[src/rtl/parity_serial_tx.sv]
// parity_serial_tx: serial word transmitter with an appended parity bit.
//
// Accepts a DATA_W-bit word over a valid/ready handshake. It shifts the word
// out LSB-first on o_x, one bit per clock, and then sends one parity bit.
// A word accepted during the parity slot starts on the next cycle, so
// back-to-back frames have no idle gap.
//
// Configuration macro:
//   PARITY_TX_ODD_EN  undefined (default): even parity, parity bit = ^data.
//                     defined: odd parity, parity bit = ~^data.
//
// Ports:
//   i_clk    clock; all state updates on the rising edge
//   i_rst_n  asynchronous active-low reset
//   i_data   parallel word; sampled only on an accepted handshake
//   i_valid  i_data is valid this cycle
//   o_ready  a word can be accepted this cycle (idle or parity slot)
//   o_x      serial line
//   o_frame  high while o_x carries a data or parity bit
//   o_par    high during the parity slot only
module parity_serial_tx #(
  parameter int unsigned DATA_W = 8
) (
  input  logic              i_clk,
  input  logic              i_rst_n,
  input  logic [DATA_W-1:0] i_data,
  input  logic              i_valid,
  output logic              o_ready,
  output logic              o_x,
  output logic              o_frame,
  output logic              o_par
);

  localparam int unsigned CntW = $clog2(DATA_W + 1);

  typedef enum logic [1:0] {
    StIdle,
    StData,
    StParity
  } state_e;

  state_e            state_q;
  logic [DATA_W-1:0] shift_q;
  logic              parity_q;
  logic [CntW-1:0]   cnt_q;
  logic              x_q;
  logic              frame_q;
  logic              par_q;

  logic              accept;
  logic              par_load;
  logic [DATA_W-1:0] shift_nxt;

  assign o_ready   = (state_q == StIdle) || (state_q == StParity);
  assign accept    = i_valid && o_ready;
  assign shift_nxt = shift_q >> 1;

`ifdef PARITY_TX_ODD_EN
  assign par_load = ~^i_data;
`else
  assign par_load = ^i_data;
`endif

  // The serial outputs are registered copies of what the current state
  // drives, so they only move on a rising edge or on reset.
  always_ff @(posedge i_clk or negedge i_rst_n) begin
    if (!i_rst_n) begin
      state_q  <= StIdle;
      shift_q  <= '0;
      parity_q <= 1'b0;
      cnt_q    <= '0;
      x_q      <= 1'b0;
      frame_q  <= 1'b0;
      par_q    <= 1'b0;
    end else begin
      unique case (state_q)
        StData: begin
          shift_q <= shift_nxt;
          cnt_q   <= cnt_q + 1'b1;
          if (cnt_q == CntW'(DATA_W - 1)) begin
            // Last data bit has just been sent; move to the parity slot.
            state_q <= StParity;
            x_q     <= parity_q;
            frame_q <= 1'b1;
            par_q   <= 1'b1;
          end else begin
            x_q     <= shift_nxt[0];
            frame_q <= 1'b1;
            par_q   <= 1'b0;
          end
        end
        default: begin
          // StIdle and StParity: both can accept a new word.
          if (accept) begin
            state_q  <= StData;
            shift_q  <= i_data;
            parity_q <= par_load;
            cnt_q    <= '0;
            x_q      <= i_data[0];
            frame_q  <= 1'b1;
            par_q    <= 1'b0;
          end else begin
            state_q <= StIdle;
            x_q     <= 1'b0;
            frame_q <= 1'b0;
            par_q   <= 1'b0;
          end
        end
      endcase
    end
  end

  assign o_x     = x_q;
  assign o_frame = frame_q;
  assign o_par   = par_q;

endmodule

[config.mk]
export PLATFORM = sky130hd
export DESIGN_NAME = parity_serial_tx
export DESIGN_NICKNAME = d
export VERILOG_FILES = /design/src/rtl/parity_serial_tx.sv
export SDC_FILE = /design/constraint.sdc
export NUM_CORES = 1
export LEC_CHECK = 0
export CORE_MARGIN = 2
export CORE_UTILIZATION = 35
export CTS_CLUSTER_DIAMETER = 100
export DETAILED_ROUTE_END_ITERATION = 8
export PLACE_DENSITY = 0.69
export SLEW_MARGIN = 20
export SYNTH_ARGS = -nofsm -noshare
export SYNTH_HDL_FRONTEND = slang
export SYNTH_SLANG_ARGS = --single-unit
[constraint.sdc]
create_clock -name i_clk -period 1 [get_ports i_clk]
set_input_delay 0.25 -clock i_clk [delete_from_list [all_inputs] [get_ports i_clk]]
set_output_delay 0.25 -clock i_clk [all_outputs]
set_load 0.02 [all_outputs]
==> flow_summary_export.csv, run 1 <==
group,metric,value,unit
pwr,p_per_area,2640,mW/mm^2
pwr,leakage,0.609,nW
logic_synthesis,synth_cell_types,21,
grt,grt_pass1_vias,707,
pwr,power.share.clock,10.1,%
logic_synthesis,yosysWarnings,0,
worst_setup_path,critical_path.max_stage_delay,420,ps
worst_setup_path,crit_path_top_delay_cell,"dfrtp_1",
worst_setup_path,cp-end-kind,"flip-flop",
timing,setup_viol,15,
clock_network,clockBufferDepth,2,
place,dp_hpwl,1.34,mm
timing,relSlewSlack,87.5,%
clock_network,insertion_delay,280,ps
finish,fillers,191,
timing,timing.hold.ws,296,ps
logic_synthesis,syn_inst,82,
floorplanning,pin_count,15,
pwr,switching_share,37.9,%
worst_setup_path,required,1170,ps
logic_synthesis,synth_compound_area_share,11.7,%
status,status,"complete, but fails checks",
finish,final_area,0.00136,mm^2
finish,final-seq-area,427,um^2
logic_synthesis,synth_top_family_by_area,"simple AND/OR/NAND/NOR gates",
timing,worst_pin_slew,187,ps
finish,instances_no_fill,148,
worst_setup_path,critPathTopFamily,"flip-flops",
worst_setup_path,path_depth,5,
floorplanning,rows,17,
timing,period_minus_slack,1130,ps
pwr,p_sw,1.37,mW
clock_network,tritoncts,"yes",
grt,grt_pass1_wl,3.04,mm
logic_synthesis,yosysSeqAreaShare,51.0,%
min_path,hold_path_class,"input pin to asynchronous set/reset pin",
worst_setup_path,r2r_start,"cnt_q[0]$_DFFE_PN0P_",
route,dr_total_vias,724,
timing,finalHoldViolations,0,
timing,finalSetupTns,-995,ps
timing,setup_ws,-132,ps
place,dpl-instance-area,0.00111,mm^2
pwr,p_comb_share,55.7,%
logic_synthesis,synth-seq-cells,17,
logic_synthesis,synthMuxAreaShare,7.20,%
logic_synthesis,synth_area_per_cell,10.2,um^2
timing,drv_slew,0,
pwr,intPower,2.24,mW
floorplanning,chipHeight,52.8,um
grt,grt_max_degree,18,
clock_network,clkTransAtPathRegs,100,ps
logic_synthesis,ys_async_sr_fraction,100,%
finish,diodes,0,
route,drc,0,
route,dr.pass1.iters,4,
worst_setup_path,path_max_fanout,2,
clock_network,numCtsBuffers,3,
logic_synthesis,netlist_area,835,um^2
logic_synthesis,synthFlopType,"dfrtp_1",
grt,antenna_found_initial,0,
worst_setup_path,critical_path.startpoint_type,"flip-flop",
clock_network,htreeDepth,1,
route,wirelength,1.94,mm
logic_synthesis,synth.area.top_cells,"dfrtp_1 51%, xnor2_1 8.4%, mux2i_1 7.2%",
logic_synthesis,synthAdderAreaFrac,1.50,%
place,port_buffers,14,
place,place_congestion,0.770,
run,drv_cap,0,
grt,overflow,0,
route,drt-initial-drc-count,7,
timing,max_freq,883,MHz
finish,multi_input_comb_area,514,um^2
pwr,vdd_drop_max,1.67,mV
timing,skew,1.44,ps
status,violations,"negative setup slack",
pwr,p_seq_share,34.2,%
floorplanning,start_util,37.4,%
worst_setup_path,startpoint,"cnt_q[0]$_DFFE_PN0P_",
floorplanning,die_area,0.00279,mm^2
timing,finalCritPeriodShare,113,%
worst_setup_path,critical_path_class,"flip-flop to flip-flop",
worst_setup_path,cp_cell_sequence,"ha_4, nand2_4, nor2_4, mux2i_1, o22ai_1",
worst_setup_path,ff2ff_path_depth,5,
worst_setup_path,critPathBufInv,0,
logic_synthesis,synth_top_area_cell,"dfrtp_1",
floorplanning,die_width,52.8,um
worst_setup_path,r2r-end,"o_x$_DFF_PN0_",
finish,area_growth,63.4,%
route,ant_nets,0,
clock_network,cts_sinks,17,
place,place_inst,133,
floorplanning,core-area,0.00223,mm^2
grt,track_usage,15.0,%
logic_synthesis,synth_edf_count,0,
finish,drive_above_1_share,47.5,%
route,avgRoutedWirePerCell,13.1,um
logic_synthesis,syn_nets,94,
worst_setup_path,cp.arrival,1310,ps
worst_setup_path,crit_end,"o_x$_DFF_PN0_",
timing,rsz0062_at_grt,"true",
clock_network,holdBufCountCts,0,
logic_synthesis,synth_top_area_share,51.0,%
finish,final_nets,133,
logic_synthesis,synth-simple-area-share,14.5,%
logic_synthesis,synthXorXnorAreaFrac,9.45,%
clock_network,cts_root_buffer,"clkbuf_4",
worst_setup_path,reg2reg_slack,-130,ps
route,routed_via_density,4.89,
## repair_timing
| item | 4_1_cts | 5_1_grt |
|---|---|---|
| pin swaps | 14 | 10 |
| endpoints found under the setup margin | 18 | 20 |
| buffers inserted | 2 | 10 |
| gates resized for setup | 54 | 19 |
| gates cloned | 0 | 0 |
## cells by family (layout without fill, tap and decap cells)
| kind of cell | Yosys count | count (layout) |
|---|---|---|
| AOI/OAI and AO/OA | 17 | 17 |
| xor gates and xnor gates | 9 | 9 |
| adders and majority gates | 1 | 1 |
| buffers and inverters | 7 | 45 |
| DFF | 17 | 17 |
| muxes | 6 | 6 |
| and+or+nand+nor | 25 | 25 |
## cells in the mapped netlist, types with 2 or more instances
cell / number
dfrtp_1: 17
nor2_1: 8
xnor2_1: 8
mux2i_1: 6
o21ai_0: 6
nand2_1: 5
buf_2: 4
nor2b_1: 4
o22ai_1: 4
a211oi_1: 3
a21oi_1: 3
inv_1: 2
nand2b_1: 2
nand3_1: 2
nor3_1: 2
## registers in the layout (all words and copies together), names as in the netlist
register  cells
state_q       2
parity_q      1
cnt_q         4
shift_q       7
o_x           1
o_par         1
o_frame       1
## power by group through the flow
| stage | logic (mW) | registers (mW) | clock network (mW) |
|---|---|---|---|
| 2_1_floorplan | 0.817 | 1.23 | 0 |
| 3_3_place_gp | 1.37 | 1.16 | 0 |
| 3_5_place_dp | 1.43 | 1.18 | 0 |
| 4_1_cts | 1.61 | 1.21 | 0.374 |
| 5_1_grt | 2.17 | 1.27 | 0.418 |
| 6_report | 2.01 | 1.23 | 0.364 |
## cell usage in the layout (no fill, tap or decap), types with 2 or more instances in the layout
master,count
nor2b_1,3
nor2_1,4
xnor2_2,3
nand2_1,3
o21ai_1,5
nand2_4,2
clkbuf_4,3
mux2i_1,6
xnor2_1,5
buf_6,9
dfrtp_1,16
nor2_4,3
a21oi_1,3
buf_4,19
dlygate4sd2_1,9
a211oi_2,3
o22ai_1,3
nand2b_4,2
## worst min-delay path by stage
| stage | from | endpoint | slack, ps | cells past startpoint |
|---|---|---|---|---|
| 2_1_floorplan | i_rst_n | cnt_q[0]$_DFFE_PN0P_ | -50 | 0 |
| 6_report | i_rst_n | shift_q[7]$_DFFE_PN0P_ | 300 | 2 |
| 5_1_grt | i_rst_n | cnt_q[1]$_DFFE_PN0P_ | 280 | 2 |
| 3_3_place_gp | parity_q$_DFFE_PN0P_ | parity_q$_DFFE_PN0P_ | 470 | 2 |
| 3_5_place_dp | shift_q[5]$_DFFE_PN0P_ | shift_q[5]$_DFFE_PN0P_ | 490 | 2 |
| 4_1_cts | i_rst_n | o_par$_DFF_PN0_ | 290 | 2 |
## metal layers
| layer | wire [um] | up-vias | global-route usage (%) |
|---|---|---|---|
| met4 | 18 | 0 | 2.56 |
| met2 | 1050 | 20 | 29.4 |
| met3 | 73 | 2 | 2.57 |
| met1 | 791 | 346 | 16.8 |
| met5 | 0 | - | 0 |
| li1 | - | 356 | - |
## stage by stage
| stage | setup slack, ps | power (mW) | utilization (%) |
|---|---|---|---|
| after global placement | -417 | 2.54 | 49.5 |
| after floorplan | -88.8 | 2.04 | - |
| after CTS | -134 | 3.20 | 54.4 |
| after global routing | -193 | 3.87 | 61.1 |
| final | -132 | 3.60 | 61.1 |
| after detailed placement | -437 | 2.60 | 49.5 |
## layout make-up
class	count	share of cell area (%)
Multi-Input combinational cell	58	37.7
Sequential cell	17	31.3
Tap cell	28	2.57
Clock inverter	1	0.367
Timing Repair Buffer	39	25.9
Inverter	2	0.550
Clock buffer	3	1.65
Power figures use the tool's default switching activity.
==> inputs of run 2 (changes only) <==
--- a/config.mk
+++ b/config.mk
@@ -5,11 +5,11 @@
 export SDC_FILE = /design/constraint.sdc
 export NUM_CORES = 1
 export LEC_CHECK = 0
+export CORE_ASPECT_RATIO = 0.75
 export CORE_MARGIN = 2
 export CORE_UTILIZATION = 35
 export CTS_CLUSTER_DIAMETER = 100
 export DETAILED_ROUTE_END_ITERATION = 8
-export PLACE_DENSITY = 0.69
 export SLEW_MARGIN = 20
 export SYNTH_ARGS = -nofsm -noshare
 export SYNTH_HDL_FRONTEND = slang
==> run 2 against run 1 <==
  * The flow still finishes with violations (negative setup slack)
  * Hold slack got worse by 27 ps
  * Highest routed layer unchanged
  * Largest cell class unchanged
  * Sequential power is essentially flat
  * Final cell count increased by 0.68%
  * Via count fell by 4.6%
  * Utilization fell by 4.3 points
  * Worst setup slack better by 7.2 ps
  * Clock power increased by 4%
==> flow_summary_export.csv, run 2 (synthesis results as in run 1) <==
group,metric,value,unit
place,dp_hpwl,1.28,mm
route,dr_total_vias,691,
grt,grt_pass1_vias,633,
finish,final_common_cell,"dfrtp_1",
timing,skew,11.4,ps
grt,track_usage,15.7,%
timing,max_freq,889,MHz
pwr,p_per_area,2620,mW/mm^2
route,wirelength,1.95,mm
route,dr.pass1.iters,4,
pwr,leakage,0.574,nW
grt,grt_max_degree,18,
worst_setup_path,reg2reg_slack,-120,ps
finish,largest_register,"shift_q",
clock_network,cts_root_buffer,"clkbuf_4",
route,routed_via_density,4.64,
clock_network,cts_sinks,17,
timing,finalCritPeriodShare,112,%
clock_network,clkTransAtPathRegs,110,ps
worst_setup_path,cp_cell_sequence,"inv_2, buf_6",
grt,antenna_found_initial,0,
timing,drv_slew,0,
worst_setup_path,required,750,ps
worst_setup_path,critPathTopFamily,"flip-flops",
place,port_buffers,14,
finish,instances_no_fill,149,
grt,grt_pass1_wl,3.05,mm
worst_setup_path,critPathBufInv,2,
clock_network,tritoncts,"yes",
floorplanning,pin_count,15,
clock_network,clockBufferDepth,2,
grt,overflow,0,
floorplanning,chipHeight,46.3,um
finish,largest_register_ffs,7,
worst_setup_path,critical_path.startpoint_type,"flip-flop",
route,drt-initial-drc-count,18,
finish,reg.largest.list,"shift_q (7), cnt_q (4), state_q (2)",
worst_setup_path,cp.arrival,870,ps
pwr,vdd_drop_max,1.04,mV
floorplanning,start_util,36.7,%
run,drv_cap,0,
timing,rsz0062_at_grt,"true",
place,place_congestion,0.745,
floorplanning,rows,15,
finish,area_growth,54.4,%
floorplanning,core-area,0.00227,mm^2
finish,final_nets,128,
min_path,hold_path_class,"input pin to asynchronous set/reset pin",
worst_setup_path,critical_path.max_stage_delay,410,ps
timing,setup_ws,-125,ps
timing,period_minus_slack,1120,ps
worst_setup_path,critical_path_class,"flip-flop to output pin",
finish,final_cell_mix,"16 x dfrtp_1, 14 x buf_4, 9 x dlygate4sd2_1",
floorplanning,die_area,0.00280,mm^2
status,violations,"negative setup slack",
worst_setup_path,crit_path_top_delay_cell,"dfrtp_1",
finish,final_area,0.00129,mm^2
timing,finalHoldViolations,0,
finish,drive_above_1_share,40.0,%
clock_network,htreeDepth,1,
place,place_inst,140,
clock_network,insertion_delay,300,ps
floorplanning,die_width,60.4,um
finish,diodes,0,
worst_setup_path,cp-end-kind,"output pin",
timing,relSlewSlack,81.3,%
clock_network,numCtsBuffers,3,
route,avgRoutedWirePerCell,13.1,um
timing,setup_viol,11,
route,drc,0,
route,ant_nets,0,
worst_setup_path,path_max_fanout,2,
place,dpl-instance-area,0.00112,mm^2
timing,worst_pin_slew,281,ps
status,status,"complete, but fails checks",
run 2: where the power goes:
| group | internal [mW] | total [mW] | switching [mW] |
|---|---|---|---|
| Clock | 0.149 | 0.378 | 0.229 |
| Sequential | 0.991 | 1.22 | 0.233 |
| Combinational | 0.951 | 1.78 | 0.827 |
run 2: final timing paths:
path,cells past startpoint,start,endpoint
max,2,state_q[0]$_DFFE_PN0P_,o_ready
min,2,i_rst_n,cnt_q[2]$_DFFE_PN0P_
max reg2reg,5,cnt_q[0]$_DFFE_PN0P_,o_x$_DFF_PN0_
min reg2reg,2,parity_q$_DFFE_PN0P_,parity_q$_DFFE_PN0P_
max in group asynchronous,2,i_rst_n,shift_q[4]$_DFFE_PN0P_
min in group i_clk,3,i_data[0],o_x$_DFF_PN0_
run 2: layer usage:
layer	share of wire (%)	up-vias	global-route usage, %
met3	4.8	2	7.02
met5	0	-	0
li1	-	348	-
met4	0.46	0	2.67
met1	48	327	21.8
met2	46	14	22.8
run 2: cell type report:
class	count	area, um^2
clock buffers	3	22.5
clock inverters	1	5.00
fillers	202	982
inverters	2	7.51
multi-input cells	59	480
flip-flops and latches	17	427
well taps	34	42.5
repair buffers	33	304
run 2: stage by stage:
stage	hold WS [ps]	power, mW	setup TNS [ps]	utilization (%)	worst slack (ps)
after global routing	268	3.64	-1530	56.7	-191
after global placement	485	2.53	-5180	49.4	-424
after CTS	271	3.19	-870	53.3	-165
after floorplan	-45.6	2.04	-240	-	-88.8
after detailed placement	488	2.57	-5510	49.4	-441
final	268	3.38	-778	56.7	-125
run 2: worst reg2reg max path, cell delays in order (launching register included):
cell and delay [ps]:
dfrtp_1 430, ha_4 170, nand2_4 50, nor2_4 90, mux2i_1 190, o22ai_1 90
run 2: repair_timing:
item | in CTS | in global routing
setup endpoints to repair | 20 | 19
pin swaps | 11 | 2
setup buffers | 1 | 3
hold buffers | 0 | 0
resized for setup | 52 | 12
gates cloned | 0 | 1
==> inputs of run 3 (changes only) <==
--- a/config.mk
+++ b/config.mk
@@ -7,10 +7,10 @@
 export LEC_CHECK = 0
 export CORE_ASPECT_RATIO = 0.75
 export CORE_MARGIN = 2
-export CORE_UTILIZATION = 35
+export CORE_UTILIZATION = 45
 export CTS_CLUSTER_DIAMETER = 100
 export DETAILED_ROUTE_END_ITERATION = 8
-export SLEW_MARGIN = 20
+export PLACE_DENSITY = 0.73
 export SYNTH_ARGS = -nofsm -noshare
 export SYNTH_HDL_FRONTEND = slang
 export SYNTH_SLANG_ARGS = --single-unit
==> run 3 against run 2 <==
  * The flow still finishes with violations (negative setup slack)
  * First-iteration DRC count down 39%
  * Critical path depth is the same
  * Clock power shrank 2%
  * Via count increased by 4.3%
  * Routed wire length rose by 1.4%
  * Worst setup slack got worse by 15 ps
  * Register-to-register slack gained 20 ps
  * Sequential power about the same
  * Total power shrank 0.60%
==> flow_summary_export.csv, run 3 (synthesis results as in run 1) <==
group,metric,value,unit
grt,grt_pass1_wl,3.04,mm
grt,overflow,0,
timing,rsz0062_at_grt,"true",
grt,met2_usage,32.9,%
clock_network,htreeDepth,1,
clock_network,cts_root_buffer,"clkbuf_4",
finish,instances_no_fill,140,
clock_network,insertion_delay,300,ps
finish,diodes,0,
grt,grt_use_met3,7.50,%
route,ant_nets,0,
grt,busiest_layer,"met2",
finish,final_common_cell,"buf_4",
clock_network,numCtsBuffers,3,
timing,max_freq,877,MHz
clock_network,tritoncts,"yes",
route,avgRoutedWirePerCell,14.1,um
place,dpl-instance-area,0.00112,mm^2
worst_setup_path,cp.arrival,890,ps
place,dp_hpwl,1.33,mm
clock_network,cts_sinks,17,
grt,grt_max_degree,18,
pwr,total_power,3.36,mW
worst_setup_path,ff2ff_path_depth,5,
timing,worst_pin_slew,303,ps
pwr,vdd_drop_max,1.84,mV
worst_setup_path,r2r_start,"cnt_q[0]$_DFFE_PN0P_",
timing,finalHoldViolations,0,
clock_network,clkTransAtPathRegs,90,ps
floorplanning,chipHeight,41.3,um
worst_setup_path,crit_path_top_delay_cell,"dfrtp_1",
worst_setup_path,required,750,ps
worst_setup_path,cp_cell_sequence,"inv_2, buf_6",
worst_setup_path,critPathBufInv,2,
floorplanning,die_area,0.00222,mm^2
floorplanning,core-area,0.00174,mm^2
route,drc,0,
route,wirelength,1.98,mm
worst_setup_path,r2r-end,"o_x$_DFF_PN0_",
timing,drv_slew,0,
finish,area_growth,52.8,%
grt,track_usage,21.1,%
status,violations,"negative setup slack",
timing,finalCritPeriodShare,114,%
finish,multi_input_comb_area,473,um^2
route,routed_via_density,5.15,
finish,final_cell_mix,"20 x buf_4, 17 x dfrtp_1, 9 x dlygate4sd2_1",
finish,final_area,0.00127,mm^2
place,place_inst,130,
worst_setup_path,critPathTopFamily,"flip-flops",
clock_network,clockBufferDepth,2,
floorplanning,rows,13,
route,drt-initial-drc-count,11,
floorplanning,start_util,48.0,%
timing,setup_viol,15,
worst_setup_path,reg2reg_slack,-100,ps
pwr,p_per_area,2640,mW/mm^2
status,status,"complete, but fails checks",
worst_setup_path,critical_path_class,"flip-flop to output pin",
route,dr.pass1.iters,4,
worst_setup_path,cp-end-kind,"output pin",
finish,final-seq-area,425,um^2
run,drv_cap,0,
worst_setup_path,critical_path.max_stage_delay,410,ps
floorplanning,pin_count,15,
finish,largest_register,"shift_q",
finish,largest_register_ffs,7,
timing,relSlewSlack,79.8,%
floorplanning,die_width,53.7,um
grt,grt_pass1_vias,667,
finish,final_nets,131,
finish,fillers,122,
timing,setup_ws,-140,ps
route,dr_total_vias,721,
finish,reg.largest.list,"shift_q (7), cnt_q (4), state_q (2)",
finish,drive_above_1_share,38.1,%
timing,skew,4.80,ps
worst_setup_path,path_max_fanout,2,
worst_setup_path,critical_path.startpoint_type,"flip-flop",
finish,finish.utilization,73.3,%
timing,period_minus_slack,1140,ps
grt,grtUsageMet1,28.0,%
grt,antenna_found_initial,0,
pwr,leakage,0.591,nW
place,place_congestion,0.746,
place,port_buffers,14,
min_path,hold_path_class,"input pin to asynchronous set/reset pin",
[run 3: changes by cell type in the layout (fill, tap and decap cells not counted), sizes merged]
cell and delta:
buf +3, clkbuf +1, clkinv -1
[run 3: routing by layer]
layer	share of wire, %	vias to the layer above
met5	0	-
met4	1.2	0
met3	3.5	2
met2	46	11
met1	49	349
li1	-	359
[run 3: worst max path at each step]
| stage | start | endpoint | slack (ps) | depth (start not counted) |
|---|---|---|---|---|
| final | state_q[0]$_DFFE_PN0P_ | o_ready | -140 | 2 |
| after global routing | state_q[0]$_DFFE_PN0P_ | o_ready | -180 | 2 |
| after CTS | state_q[0]$_DFFE_PN0P_ | o_ready | -140 | 2 |
| after detailed placement | i_data[7] | parity_q$_DFFE_PN0P_ | -490 | 5 |
| after global placement | i_data[7] | parity_q$_DFFE_PN0P_ | -450 | 5 |
| after floorplan | cnt_q[1]$_DFFE_PN0P_ | o_x$_DFF_PN0_ | -90 | 5 |
[run 3: repair_timing]
action | CTS | global route
endpoints found under the setup margin | 19 | 19
resized for setup | 49 | 7
hold buffers | 0 | 0
gates cloned | 1 | 0
setup buffers | 2 | 5
pin swaps | 14 | 11
[run 3: report_power, final]
part | switching (mW) | internal [mW] | total (mW)
logic | 0.836 | 0.945 | 1.78
clock network | 0.215 | 0.156 | 0.371
registers | 0.217 | 0.990 | 1.21
total | 1.27 | 2.09 | 3.36
[run 3: stage by stage]
stage / setup slack (ps) / setup TNS [ps] / hold slack [ps]
floorplan: -88.8 / -240 / -45.6
global placement: -453 / -5940 / 487
detailed placement: -486 / -6300 / 493
CTS: -141 / -892 / 273
global route: -178 / -1800 / 269
finish: -140 / -847 / 279
[run 3: cell type report]
cell class	instances	share of cell area [%]
Clock buffer	4	2.06
Inverter	2	0.589
Multi-Input combinational cell	59	37.1
Sequential cell	17	33.4
Tap cell	22	2.16
Timing Repair Buffer	36	24.7
